[src/rtl/spi_accel_pkg.sv]
// Shared opcodes, register addresses and FSM encoding for the SPI accelerometer responder.
package spi_accel_pkg;

   localparam logic [7:0] OP_WRITE          = 8'h0A;
   localparam logic [7:0] OP_READ           = 8'h0B;

   localparam logic [7:0] ADDR_DEVID        = 8'h00;
   localparam logic [7:0] ADDR_XDATA        = 8'h08;
   localparam logic [7:0] ADDR_YDATA        = 8'h09;
   localparam logic [7:0] ADDR_ZDATA        = 8'h0A;
   localparam logic [7:0] ADDR_STATUS       = 8'h0B;
   localparam logic [7:0] ADDR_SCRATCH_BASE = 8'h20;

   typedef enum logic [2:0] {
      ST_IDLE,
      ST_CMD,
      ST_ADDR,
      ST_WR_DATA,
      ST_RD_DATA,
      ST_IGNORE
   } state_t;

   // Scratch bank occupies the 16-byte window 0x20-0x2F.
   function automatic logic is_scratch(input logic [7:0] addr);
      return addr[7:4] == ADDR_SCRATCH_BASE[7:4];
   endfunction

endpackage

[src/rtl/spi_sync_edge.sv]
// Synchronizes sclk/ss_n/mosi into clk and derives one-clk sclk rise/fall strobes.
module spi_sync_edge #(
   parameter int SYNC_STAGES = 2
) (
   input  logic clk,
   input  logic reset,
   input  logic sclk,
   input  logic ss_n,
   input  logic mosi,
   output logic sclk_rise,
   output logic sclk_fall,
   output logic ss_n_s,
   output logic mosi_s
);

   logic [2:0] pins;
   logic [2:0] synced;
   logic       sclk_d_reg;

   assign pins = {mosi, ss_n, sclk};

   // ss_n chain resets low so a select already asserted at reset release never looks like a fresh falling edge.
   genvar gi;
   generate
      for (gi = 0; gi < 3; gi++) begin : g_sync
         logic [SYNC_STAGES-1:0] chain_reg;
         always_ff @(posedge clk or posedge reset) begin
            if (reset)
               chain_reg <= '0;
            else
               chain_reg <= {chain_reg[SYNC_STAGES-2:0], pins[gi]};
         end
         assign synced[gi] = chain_reg[SYNC_STAGES-1];
      end
   endgenerate

   always_ff @(posedge clk or posedge reset) begin
      if (reset)
         sclk_d_reg <= 1'b0;
      else
         sclk_d_reg <= synced[0];
   end

   assign sclk_rise = synced[0] & ~sclk_d_reg;
   assign sclk_fall = ~synced[0] & sclk_d_reg;
   assign ss_n_s    = synced[1];
   assign mosi_s    = synced[2];

endmodule

[src/rtl/spi_accel_responder.sv]
// SPI mode-0 slave emulating the accelerometer: instruction/address decode, auto-increment
// burst access, sample registers with tear-free deferred capture, and a scratch bank.
module spi_accel_responder
   import spi_accel_pkg::*;
#(
   parameter logic [7:0] DEVID       = 8'hAD,
   parameter int         SYNC_STAGES = 2
) (
   input  logic       clk,
   input  logic       reset,
   input  logic       sclk,
   input  logic       ss_n,
   input  logic       mosi,
   output logic       miso,
   output logic       miso_oe,
   input  logic       sample_valid,
   input  logic [7:0] x_in,
   input  logic [7:0] y_in,
   input  logic [7:0] z_in,
   output logic       int1
);

   logic sclk_rise, sclk_fall, ss_n_s, mosi_s;

   spi_sync_edge #(
      .SYNC_STAGES (SYNC_STAGES)
   ) u_sync (
      .clk       (clk),
      .reset     (reset),
      .sclk      (sclk),
      .ss_n      (ss_n),
      .mosi      (mosi),
      .sclk_rise (sclk_rise),
      .sclk_fall (sclk_fall),
      .ss_n_s    (ss_n_s),
      .mosi_s    (mosi_s)
   );

   state_t     state_reg, state_next;
   logic [2:0] bit_cnt_reg, bit_cnt_next;
   logic [7:0] shift_reg, shift_next;
   logic [7:0] addr_reg, addr_next;
   logic [7:0] tx_reg, tx_next;
   logic       is_read_reg, is_read_next;
   logic       ss_n_prev_reg;
   logic       ss_n_fall;

   logic [7:0] x_reg, x_next, y_reg, y_next, z_reg, z_next;
   logic [7:0] px_reg, px_next, py_reg, py_next, pz_reg, pz_next;
   logic       pending_reg, pending_next;
   logic       ready_reg, ready_next;
   logic       int1_reg;

   logic [7:0] byte_in;
   logic       scratch_we;
   logic       ready_clear;
   logic [7:0] rd_data;
   logic [7:0] scratch_q [16];

   assign ss_n_fall = ss_n_prev_reg & ~ss_n_s;
   assign byte_in   = {shift_reg[6:0], mosi_s};

   // ---------------- FSM ----------------
   always_ff @(posedge clk or posedge reset) begin
      if (reset) begin
         state_reg     <= ST_IDLE;
         bit_cnt_reg   <= 3'd0;
         shift_reg     <= 8'd0;
         addr_reg      <= 8'd0;
         tx_reg        <= 8'd0;
         is_read_reg   <= 1'b0;
         ss_n_prev_reg <= 1'b0;
      end else begin
         state_reg     <= state_next;
         bit_cnt_reg   <= bit_cnt_next;
         shift_reg     <= shift_next;
         addr_reg      <= addr_next;
         tx_reg        <= tx_next;
         is_read_reg   <= is_read_next;
         ss_n_prev_reg <= ss_n_s;
      end
   end

   always_comb begin
      state_next   = state_reg;
      bit_cnt_next = bit_cnt_reg;
      shift_next   = shift_reg;
      addr_next    = addr_reg;
      tx_next      = tx_reg;
      is_read_next = is_read_reg;
      scratch_we   = 1'b0;
      ready_clear  = 1'b0;

      if (ss_n_s) begin
         state_next   = ST_IDLE;
         bit_cnt_next = 3'd0;
         shift_next   = 8'd0;
         tx_next      = 8'd0;
      end else begin
         case (state_reg)
            ST_IDLE: begin
               if (ss_n_fall) begin
                  state_next   = ST_CMD;
                  bit_cnt_next = 3'd0;
               end
            end
            ST_CMD, ST_ADDR, ST_WR_DATA: begin
               if (sclk_rise) begin
                  shift_next   = byte_in;
                  bit_cnt_next = bit_cnt_reg + 3'd1;
                  if (bit_cnt_reg == 3'd7) begin
                     if (state_reg == ST_CMD) begin
                        if (byte_in == OP_READ) begin
                           state_next   = ST_ADDR;
                           is_read_next = 1'b1;
                        end else if (byte_in == OP_WRITE) begin
                           state_next   = ST_ADDR;
                           is_read_next = 1'b0;
                        end else begin
                           state_next   = ST_IGNORE;
                        end
                     end else if (state_reg == ST_ADDR) begin
                        addr_next  = byte_in;
                        state_next = is_read_reg ? ST_RD_DATA : ST_WR_DATA;
                     end else begin
                        scratch_we = is_scratch(addr_reg);
                        addr_next  = addr_reg + 8'd1;
                     end
                  end
               end
            end
            ST_RD_DATA: begin
               // Load on the fall ahead of the byte so bit 7 is on MISO before the first sampling rise.
               if (sclk_fall)
                  tx_next = (bit_cnt_reg == 3'd0) ? rd_data : {tx_reg[6:0], 1'b0};
               if (sclk_rise) begin
                  bit_cnt_next = bit_cnt_reg + 3'd1;
                  if (bit_cnt_reg == 3'd7) begin
                     addr_next   = addr_reg + 8'd1;
                     ready_clear = (addr_reg == ADDR_YDATA);
                  end
               end
            end
            ST_IGNORE: begin
               state_next = ST_IGNORE;
            end
            default: begin
               state_next = ST_IDLE;
            end
         endcase
      end
   end

   // ---------------- register map read ----------------
   always_comb begin
      rd_data = 8'd0;
      case (addr_reg)
         ADDR_DEVID:  rd_data = DEVID;
         ADDR_XDATA:  rd_data = x_reg;
         ADDR_YDATA:  rd_data = y_reg;
         ADDR_ZDATA:  rd_data = z_reg;
         ADDR_STATUS: rd_data = {7'd0, ready_reg};
         default: begin
            if (is_scratch(addr_reg))
               rd_data = scratch_q[addr_reg[3:0]];
         end
      endcase
   end

   // ---------------- scratch bank ----------------
   genvar gi;
   generate
      for (gi = 0; gi < 16; gi++) begin : g_scratch
         logic [7:0] entry_reg;
         always_ff @(posedge clk or posedge reset) begin
            if (reset)
               entry_reg <= 8'd0;
            else if (scratch_we && addr_reg[3:0] == 4'(gi))
               entry_reg <= byte_in;
         end
         assign scratch_q[gi] = entry_reg;
      end
   endgenerate

   // ---------------- sample capture ----------------
   always_ff @(posedge clk or posedge reset) begin
      if (reset) begin
         x_reg       <= 8'd0;
         y_reg       <= 8'd0;
         z_reg       <= 8'd0;
         px_reg      <= 8'd0;
         py_reg      <= 8'd0;
         pz_reg      <= 8'd0;
         pending_reg <= 1'b0;
         ready_reg   <= 1'b0;
         int1_reg    <= 1'b0;
      end else begin
         x_reg       <= x_next;
         y_reg       <= y_next;
         z_reg       <= z_next;
         px_reg      <= px_next;
         py_reg      <= py_next;
         pz_reg      <= pz_next;
         pending_reg <= pending_next;
         ready_reg   <= ready_next;
         int1_reg    <= ready_next;
      end
   end

   // Samples only land between transactions so a burst never mixes old and new axes.
   always_comb begin
      x_next       = x_reg;
      y_next       = y_reg;
      z_next       = z_reg;
      px_next      = px_reg;
      py_next      = py_reg;
      pz_next      = pz_reg;
      pending_next = pending_reg;
      ready_next   = ready_reg;

      if (ready_clear)
         ready_next = 1'b0;

      if (ss_n_s) begin
         if (sample_valid) begin
            x_next       = x_in;
            y_next       = y_in;
            z_next       = z_in;
            ready_next   = 1'b1;
            pending_next = 1'b0;
         end else if (pending_reg) begin
            x_next       = px_reg;
            y_next       = py_reg;
            z_next       = pz_reg;
            ready_next   = 1'b1;
            pending_next = 1'b0;
         end
      end else if (sample_valid) begin
         px_next      = x_in;
         py_next      = y_in;
         pz_next      = z_in;
         pending_next = 1'b1;
      end
   end

   assign miso_oe = (state_reg == ST_RD_DATA);
   assign miso    = miso_oe & tx_reg[7];
   assign int1    = int1_reg;

endmodule

[config.mk]
export PLATFORM = sky130hd
export DESIGN_NAME = spi_accel_responder
export DESIGN_NICKNAME = d
export VERILOG_FILES = /design/src/rtl/spi_accel_pkg.sv /design/src/rtl/spi_sync_edge.sv /design/src/rtl/spi_accel_responder.sv
export SDC_FILE = /design/constraint.sdc
export NUM_CORES = 1
export LEC_CHECK = 0
export ABC_AREA = 1
export BUFFER_PORTS_ARGS = -buffer_cell sky130_fd_sc_hd__clkbuf_2
export CORE_MARGIN = 2
export CORE_UTILIZATION = 55
export CTS_BUF_LIST = sky130_fd_sc_hd__clkbuf_4
export DETAILED_ROUTE_END_ITERATION = 8
export MAX_ROUTING_LAYER = met4
export PLACE_DENSITY = 0.7
export SKIP_LAST_GASP = 1
export SYNTH_ARGS = -nofsm -noshare
export SYNTH_HDL_FRONTEND = slang
export SYNTH_SLANG_ARGS = --single-unit
[constraint.sdc]
create_clock -name clk -period 8.2 [get_ports clk]
set_input_delay 0.82 -clock clk [delete_from_list [all_inputs] [get_ports clk]]
set_output_delay 0.82 -clock clk [all_outputs]
set_load 0.1 [all_outputs]
==> flow_metrics.py, run 1 <==
metrics = {
    "global_routing": {
        "grt_overflow_total": 0,
        "antenna_found_initial": 1,
        "grt_util_met2": 0.410,
        "grt_pass1_vias": 8278,
        "track_usage": 0.255,
        "grt_use_met3": 0.0427,
        "top_usage_layer": "met2",
        "grt_pass1_wl_um": 41000,
        "met1_usage": 0.339,
        "grt_start_max_net_pins": 144,
    },
    "logic_synthesis": {
        "synth_top_cells_by_area": "dfrtp_1 50%, nand2_1 17%, inv_1 5.3%",
        "synthFlopType": "dfrtp_1",
        "netlist.area_leader.share": 0.500,
        "synth_edf_count": 0,
        "syn_nets": 1406,
        "yosysUniqueCellTypes": 36,
        "syn-cell-area_sq_um": 10800,
        "synth.most_common_cell": "nand2_1",
        "yosys_warnings": 0,
        "ys_seq_area_frac": 0.500,
        "synthCells": 1369,
        "synth_commonest_cells": "491 x nand2_1, 216 x dfrtp_1, 153 x inv_1",
        "synth_top_cell_by_area": "dfrtp_1",
        "synth_seq_cells": 216,
        "syn_area_per_cell_sq_um": 7.90,
        "async_reset_ff_frac": 1.00,
    },
    "cells_and_area": {
        "fillers": 1796,
        "drive_gt1_frac": 0.142,
        "nNetsFinal": 1434,
        "syn_to_final_growth_pct": 8.54,
        "largest_reg_flops": 128,
    },
    "routing": {
        "finalWirelength_um": 24500,
        "wire_per_inst_um": 14.4,
        "via_per_inst": 5.07,
        "drt_iter0_drc": 685,
        "firstDrtPassIters": 5,
        "ant_nets": 0,
        "vias": 8656,
        "drcViolationCount": 0,
    },
    "place": {
        "dp_hpwl_um": 15600,
        "place_ws_ns": 5.02,
        "port_buffers": 32,
        "gp_congestion": 0.920,
    },
    "critical_path": {
        "cp.required_ns": 8.85,
        "start_kind": "flip-flop",
        "max_stage_delay_ns": 0.62,
        "path_cells": "buf_4 -> inv_2 -> buf_4 -> ha_1 -> nand2_1 -> nor2_2 -> nand2_1 -> nand3_1 -> nor2_1 -> nand2_1 -> nand2_1 -> nand2_1",
        "critPathCaptureType": "flip-flop",
        "crit_top_cell": "nand2_1",
        "path_class": "flip-flop to flip-flop",
        "critPathMaxFanout": 68,
        "cp_slowest_cell": "inv_2",
        "reg2reg_from": "addr_reg[0]",
        "crit_arrival_ns": 3.90,
        "reg2regPathDepth": 12,
        "crit_start": "addr_reg[0]",
    },
    "clock_network": {
        "clock_sinks": 216,
        "cts-htree-levels": 2,
        "cts_buffers": 57,
        "cts_buffer_depth": 3,
        "clock_latency_ns": 0.71,
        "postCtsSetupBuffers": 0,
        "cts-root-buf": "clkbuf_4",
        "cts.repair.resized": 0,
        "cts_tree": "yes",
        "cts_hold_buf": 0,
        "clk_pin_slew_ns": 0.07,
    },
    "pwr": {
        "p_leak_nw": 5.65,
        "total_power_mw": 2.90,
        "power-per-cell-area_nw_per_um2": 247,
        "worst_ir_drop_vdd_mv": 0.200,
    },
    "floorplan": {
        "rows": 51,
        "core-area_sq_um": 19400,
        "die_x_um": 144,
        "start_util": 0.557,
        "io_pins": 33,
        "die_y_um": 144,
        "die_area_sq_um": 20800,
    },
    "timing": {
        "skew_ns": 0.0713,
        "slew_headroom": 0.258,
        "slew_viol_final": 0,
        "final-hold-violation-count": 0,
        "period_needed_ns": 3.25,
        "setup_violations": 0,
        "tightest_slew_ns": 1.11,
        "fmax_mhz": 308,
        "fin_ws_ns": 4.95,
        "rsz0062_at_grt": "false",
        "period_share": 0.396,
        "setup_tns_ns": 0,
    },
    "hold_path": {
        "min_from": "ss_n",
        "hp-class": "input port to flip-flop",
        "hold_depth": 1,
    },
    "outcome": {
        "status": "finished clean",
    },
    "job": {
        "drv_cap": 0,
    },
}
[worst max-delay path: cells and delay by family, from the launching register on]
kind,cells,cell delay [ns]
fa+ha+maj,1,0.45
buf+inv,3,1.38
flops,1,0.39
simple gates,8,0.96
[layout by cell type (no fill, tap or decap), types with 3 or more instances in the layout]
cell type and instances:
mux2_2 23, nor2_1 64, ha_1 7, o21ai_1 63
o22ai_1 5, nor2_2 4, clkinv_1 16, nor3_1 4
nand4_1 5, buf_4 5, clkbuf_2 32, clkbuf_4 83
o211ai_1 4, inv_1 151, nand2_1 491, nand2_2 3
o21ai_2 16, inv_2 10, o21ai_0 83, nand3_1 83
a31oi_1 25, a21oi_1 14, nand3_4 9, nor2_4 3
dfrtp_1 215
[per-stage QoR]
| step | area, sq um | cells | util | hold slack [ns] |
|---|---|---|---|---|
| 2_1_floorplan | 10800 | 1369 | - | 0.331 |
| 3_3_place_gp | 11000 | 1603 | 0.567 | 0.333 |
| 3_5_place_dp | 11000 | 1603 | 0.567 | 0.337 |
| 4_1_cts | 11700 | 1705 | 0.605 | 0.209 |
| 5_1_grt | 11700 | 1706 | 0.605 | 0.219 |
| 6_report | 11700 | 1706 | 0.605 | 0.255 |
[metal layers]
metal  wire length (um)  vias to the layer above
met3               1080                       37
li1                   -                     4429
met1              11300                     4008
met5                  0                        -
met2              11700                      182
met4                389                        0
[where the power goes]
group / internal, mW / switching, mW / total, mW / leakage, nW
combinational: 0.230 / 0.547 / 0.777 / 2.36
sequential: 1.13 / 0.0511 / 1.18 / 2.86
clock: 0.498 / 0.447 / 0.945 / 0.433
total: 1.86 / 1.04 / 2.90 / 5.65
[final timing paths]
kind,endpoint,slack [ns]
max reg2reg,tx_reg[5],4.95
max in group asynchronous,g_scratch[12].entry_reg[5],6.30
max,tx_reg[5],4.95
min,u_sync.g_sync[1].chain_reg[0],0.26
min reg2reg,u_sync.g_sync[2].chain_reg[1],0.35
min in group asynchronous,py_reg[6],0.32
[layout make-up]
type                    count  area [sq um]  share of cell area
diodes                      1          2.50            0.000213
clock buffers              83           623              0.0531
clock inverters            19           114             0.00970
inverters                 165           627              0.0534
multi-input cells         920          4430               0.378
flip-flops and latches    216          5410               0.461
well taps                 265           332              0.0283
repair buffers             37           198              0.0168
[cells by family (layout without fill, tap and decap cells)]
kind of cell,count (synthesis),count (layout),share of synthesized area
flops,216,216,0.500
buf+inv,233,304,0.0911
fa+ha+maj,7,7,0.00810
compound gates,215,215,0.111
simple gates,672,672,0.264
mux,24,24,0.0249
other cells,0,1,0
xor+xnor,2,2,0.00162
No activity file was read; power rests on OpenSTA's default activity.
==> run 2: changes to the inputs <==
--- a/config.mk
+++ b/config.mk
@@ -12,7 +12,7 @@
 export CTS_BUF_LIST = sky130_fd_sc_hd__clkbuf_4
 export DETAILED_ROUTE_END_ITERATION = 8
 export MAX_ROUTING_LAYER = met4
-export PLACE_DENSITY = 0.7
+export PLACE_DENSITY = 0.73
 export SKIP_LAST_GASP = 1
 export SYNTH_ARGS = -nofsm -noshare
 export SYNTH_HDL_FRONTEND = slang
==> constraint.sdc (replaced) <==
create_clock -name clk -period 2.7 [get_ports clk]
set_input_delay 0.27 -clock clk [delete_from_list [all_inputs] [get_ports clk]]
set_output_delay 0.27 -clock clk [all_outputs]
set_load 0.1 [all_outputs]
==> run 2 against run 1 <==
Compared with the run above:
- die area did not move
- sequential power rose to 3.0 times the previous value
- setup slack got worse by 4.6 ns
- sequential share of layout area fell by 1.6 points
- via count rose by 3.7%
- cell area rose by 3.6%
- hold slack got worse by 0.15 ns
- core utilization rose by 2.2 points
- critical path type is now flip-flop to primary output
- critical endpoint is now miso
- largest cell class unchanged
- largest power group unchanged
- highest routed layer unchanged
==> flow_metrics.py, run 2 (synthesis results as in run 1) <==
metrics = {
    "routing": {
        "drt-met1-wl_um": 11400,
        "route.met2.wl_um": 12000,
        "finalWirelength_um": 25300,
        "ant_nets": 0,
        "via_per_inst": 5.14,
        "route.met3.wl_um": 1220,
        "vias": 8974,
        "firstDrtPassIters": 5,
        "top_layer_used": "met4",
        "drcViolationCount": 0,
        "wire_per_inst_um": 14.5,
        "drt_iter0_drc": 545,
    },
    "clock_network": {
        "cts_buffer_depth": 3,
        "cts-root-buf": "clkbuf_4",
        "cts_buffers": 57,
        "clock_latency_ns": 0.67,
        "cts-htree-levels": 2,
        "clk_pin_slew_ns": 0.06,
        "clock_sinks": 216,
        "cts_tree": "yes",
        "cts.repair.resized": 0,
    },
    "timing": {
        "fin_ws_ns": 0.336,
        "skew_ns": 0.0352,
        "fmax_mhz": 423,
        "final-hold-violation-count": 0,
        "slew_headroom": 0.426,
        "period_needed_ns": 2.36,
        "setup_tns_ns": 0,
        "rsz0062_at_grt": "false",
        "period_share": 0.875,
        "setup_violations": 0,
        "hold_ws_ns": 0.108,
        "slew_viol_final": 0,
        "tightest_slew_ns": 0.860,
    },
    "place": {
        "gp_congestion": 0.939,
        "placed_cell_area_sq_um": 11200,
        "dp_hpwl_um": 16300,
        "place_ws_ns": 0.414,
        "port_buffers": 32,
        "dp_cells": 1622,
    },
    "outcome": {
        "status": "finished clean",
    },
    "floorplan": {
        "core-area_sq_um": 19400,
        "start_util": 0.557,
        "die_area_sq_um": 20800,
        "rows": 51,
        "die_x_um": 144,
        "io_pins": 33,
        "die_y_um": 144,
    },
    "cells_and_area": {
        "stdcell_count": 1747,
        "fin_area_sq_um": 12200,
        "nNetsFinal": 1481,
        "syn_to_final_growth_pct": 12.4,
        "mostFrequentLayoutCells": "491 x nand2_1, 215 x dfrtp_1, 151 x inv_1",
        "final_common_cell": "nand2_1",
        "fin_util": 0.627,
        "largest_reg_flops": 128,
        "drive_gt1_frac": 0.151,
        "multi_input_area_sq_um": 4440,
        "regArea_sq_um": 5410,
        "fillers": 1748,
    },
    "global_routing": {
        "grt_pass1_wl_um": 42400,
        "antenna_found_initial": 1,
        "track_usage": 0.266,
        "grt_overflow_total": 0,
        "grt_start_max_net_pins": 60,
        "grt_pass1_vias": 8759,
    },
    "critical_path": {
        "reg2reg_from": "addr_reg[6]",
        "critPathCaptureType": "primary output",
        "cp_slowest_cell": "clkbuf_2",
        "start_kind": "flip-flop",
        "crit_arrival_ns": 2.09,
        "cp.required_ns": 2.43,
        "path_class": "flip-flop to primary output",
        "critPathMaxFanout": 5,
        "max_stage_delay_ns": 0.46,
        "crit_start": "state_reg[1]",
        "path_cells": "inv_2 -> nand2_2 -> nor2_2 -> inv_2 -> nor2_2 -> clkbuf_2",
    },
    "pwr": {
        "worst_ir_drop_vdd_mv": 0.450,
        "power-per-cell-area_nw_per_um2": 727,
        "total_power_mw": 8.84,
        "p_leak_nw": 5.85,
    },
    "hold_path": {
        "hp-class": "input port to flip-flop",
        "min_from": "sample_valid",
    },
    "job": {
        "drv_cap": 0,
    },
}
-- run 2: cell count changes in the layout (fill, tap and decap cells not counted), moves of 2 or more --
cell / change
inv_2: +2
clkinv_2: -2
buf_4: +15
dlygate4sd3_1: +28
clkbuf_4: +2
nor2_2: +2
clkinv_1: -5
buf_12: +4
nor2_1: -2
-- run 2: metal layers --
metal | GRT usage | up-vias
met4 | 0.0910 | 0
met2 | 0.435 | 221
met3 | 0.0440 | 51
met5 | - | -
li1 | - | 4497
met1 | 0.340 | 4205
-- run 2: final cells by class --
cell class | count | share of cell area
Antenna cell | 1 | 0.000206
Clock buffer | 85 | 0.0525
Clock inverter | 11 | 0.00371
Inverter | 165 | 0.0513
Multi-Input combinational cell | 920 | 0.365
Sequential cell | 216 | 0.445
Tap cell | 265 | 0.0273
Timing Repair Buffer | 84 | 0.0552
-- run 2: path summary, 6_finish.rpt --
check	to	slack, ns	cells past startpoint
worst min-delay path	x_reg[1]	0.11	3
min in group asynchronous	y_reg[4]	0.29	3
max in group asynchronous	is_read_reg	1.61	4
worst max register to register	g_scratch[1].entry_reg[3]	0.43	7
worst min register to register	u_sync.g_sync[0].chain_reg[1]	0.34	0
worst max-delay path	miso	0.34	6
-- run 2: repair_timing --
item                                   in CTS  in global routing
hold buffers                               28                  0
endpoints found under the hold margin      78                  0
setup buffers                               0                  0
-- run 2: where the power goes --
part           switching, mW  leakage (nW)  internal (mW)  total, mW
combinational           1.73          2.58          0.798       2.52
clock                   1.30         0.412           1.42       2.72
sequential             0.163          2.86           3.42       3.59
total                   3.19          5.85           5.64       8.84
-- run 2: critical path: cells and delay by family, from the launching register on --
family	cells	cell delay, ns
and+or+nand+nor	3	0.39
DFF	1	0.41
buffers and inverters	3	0.64
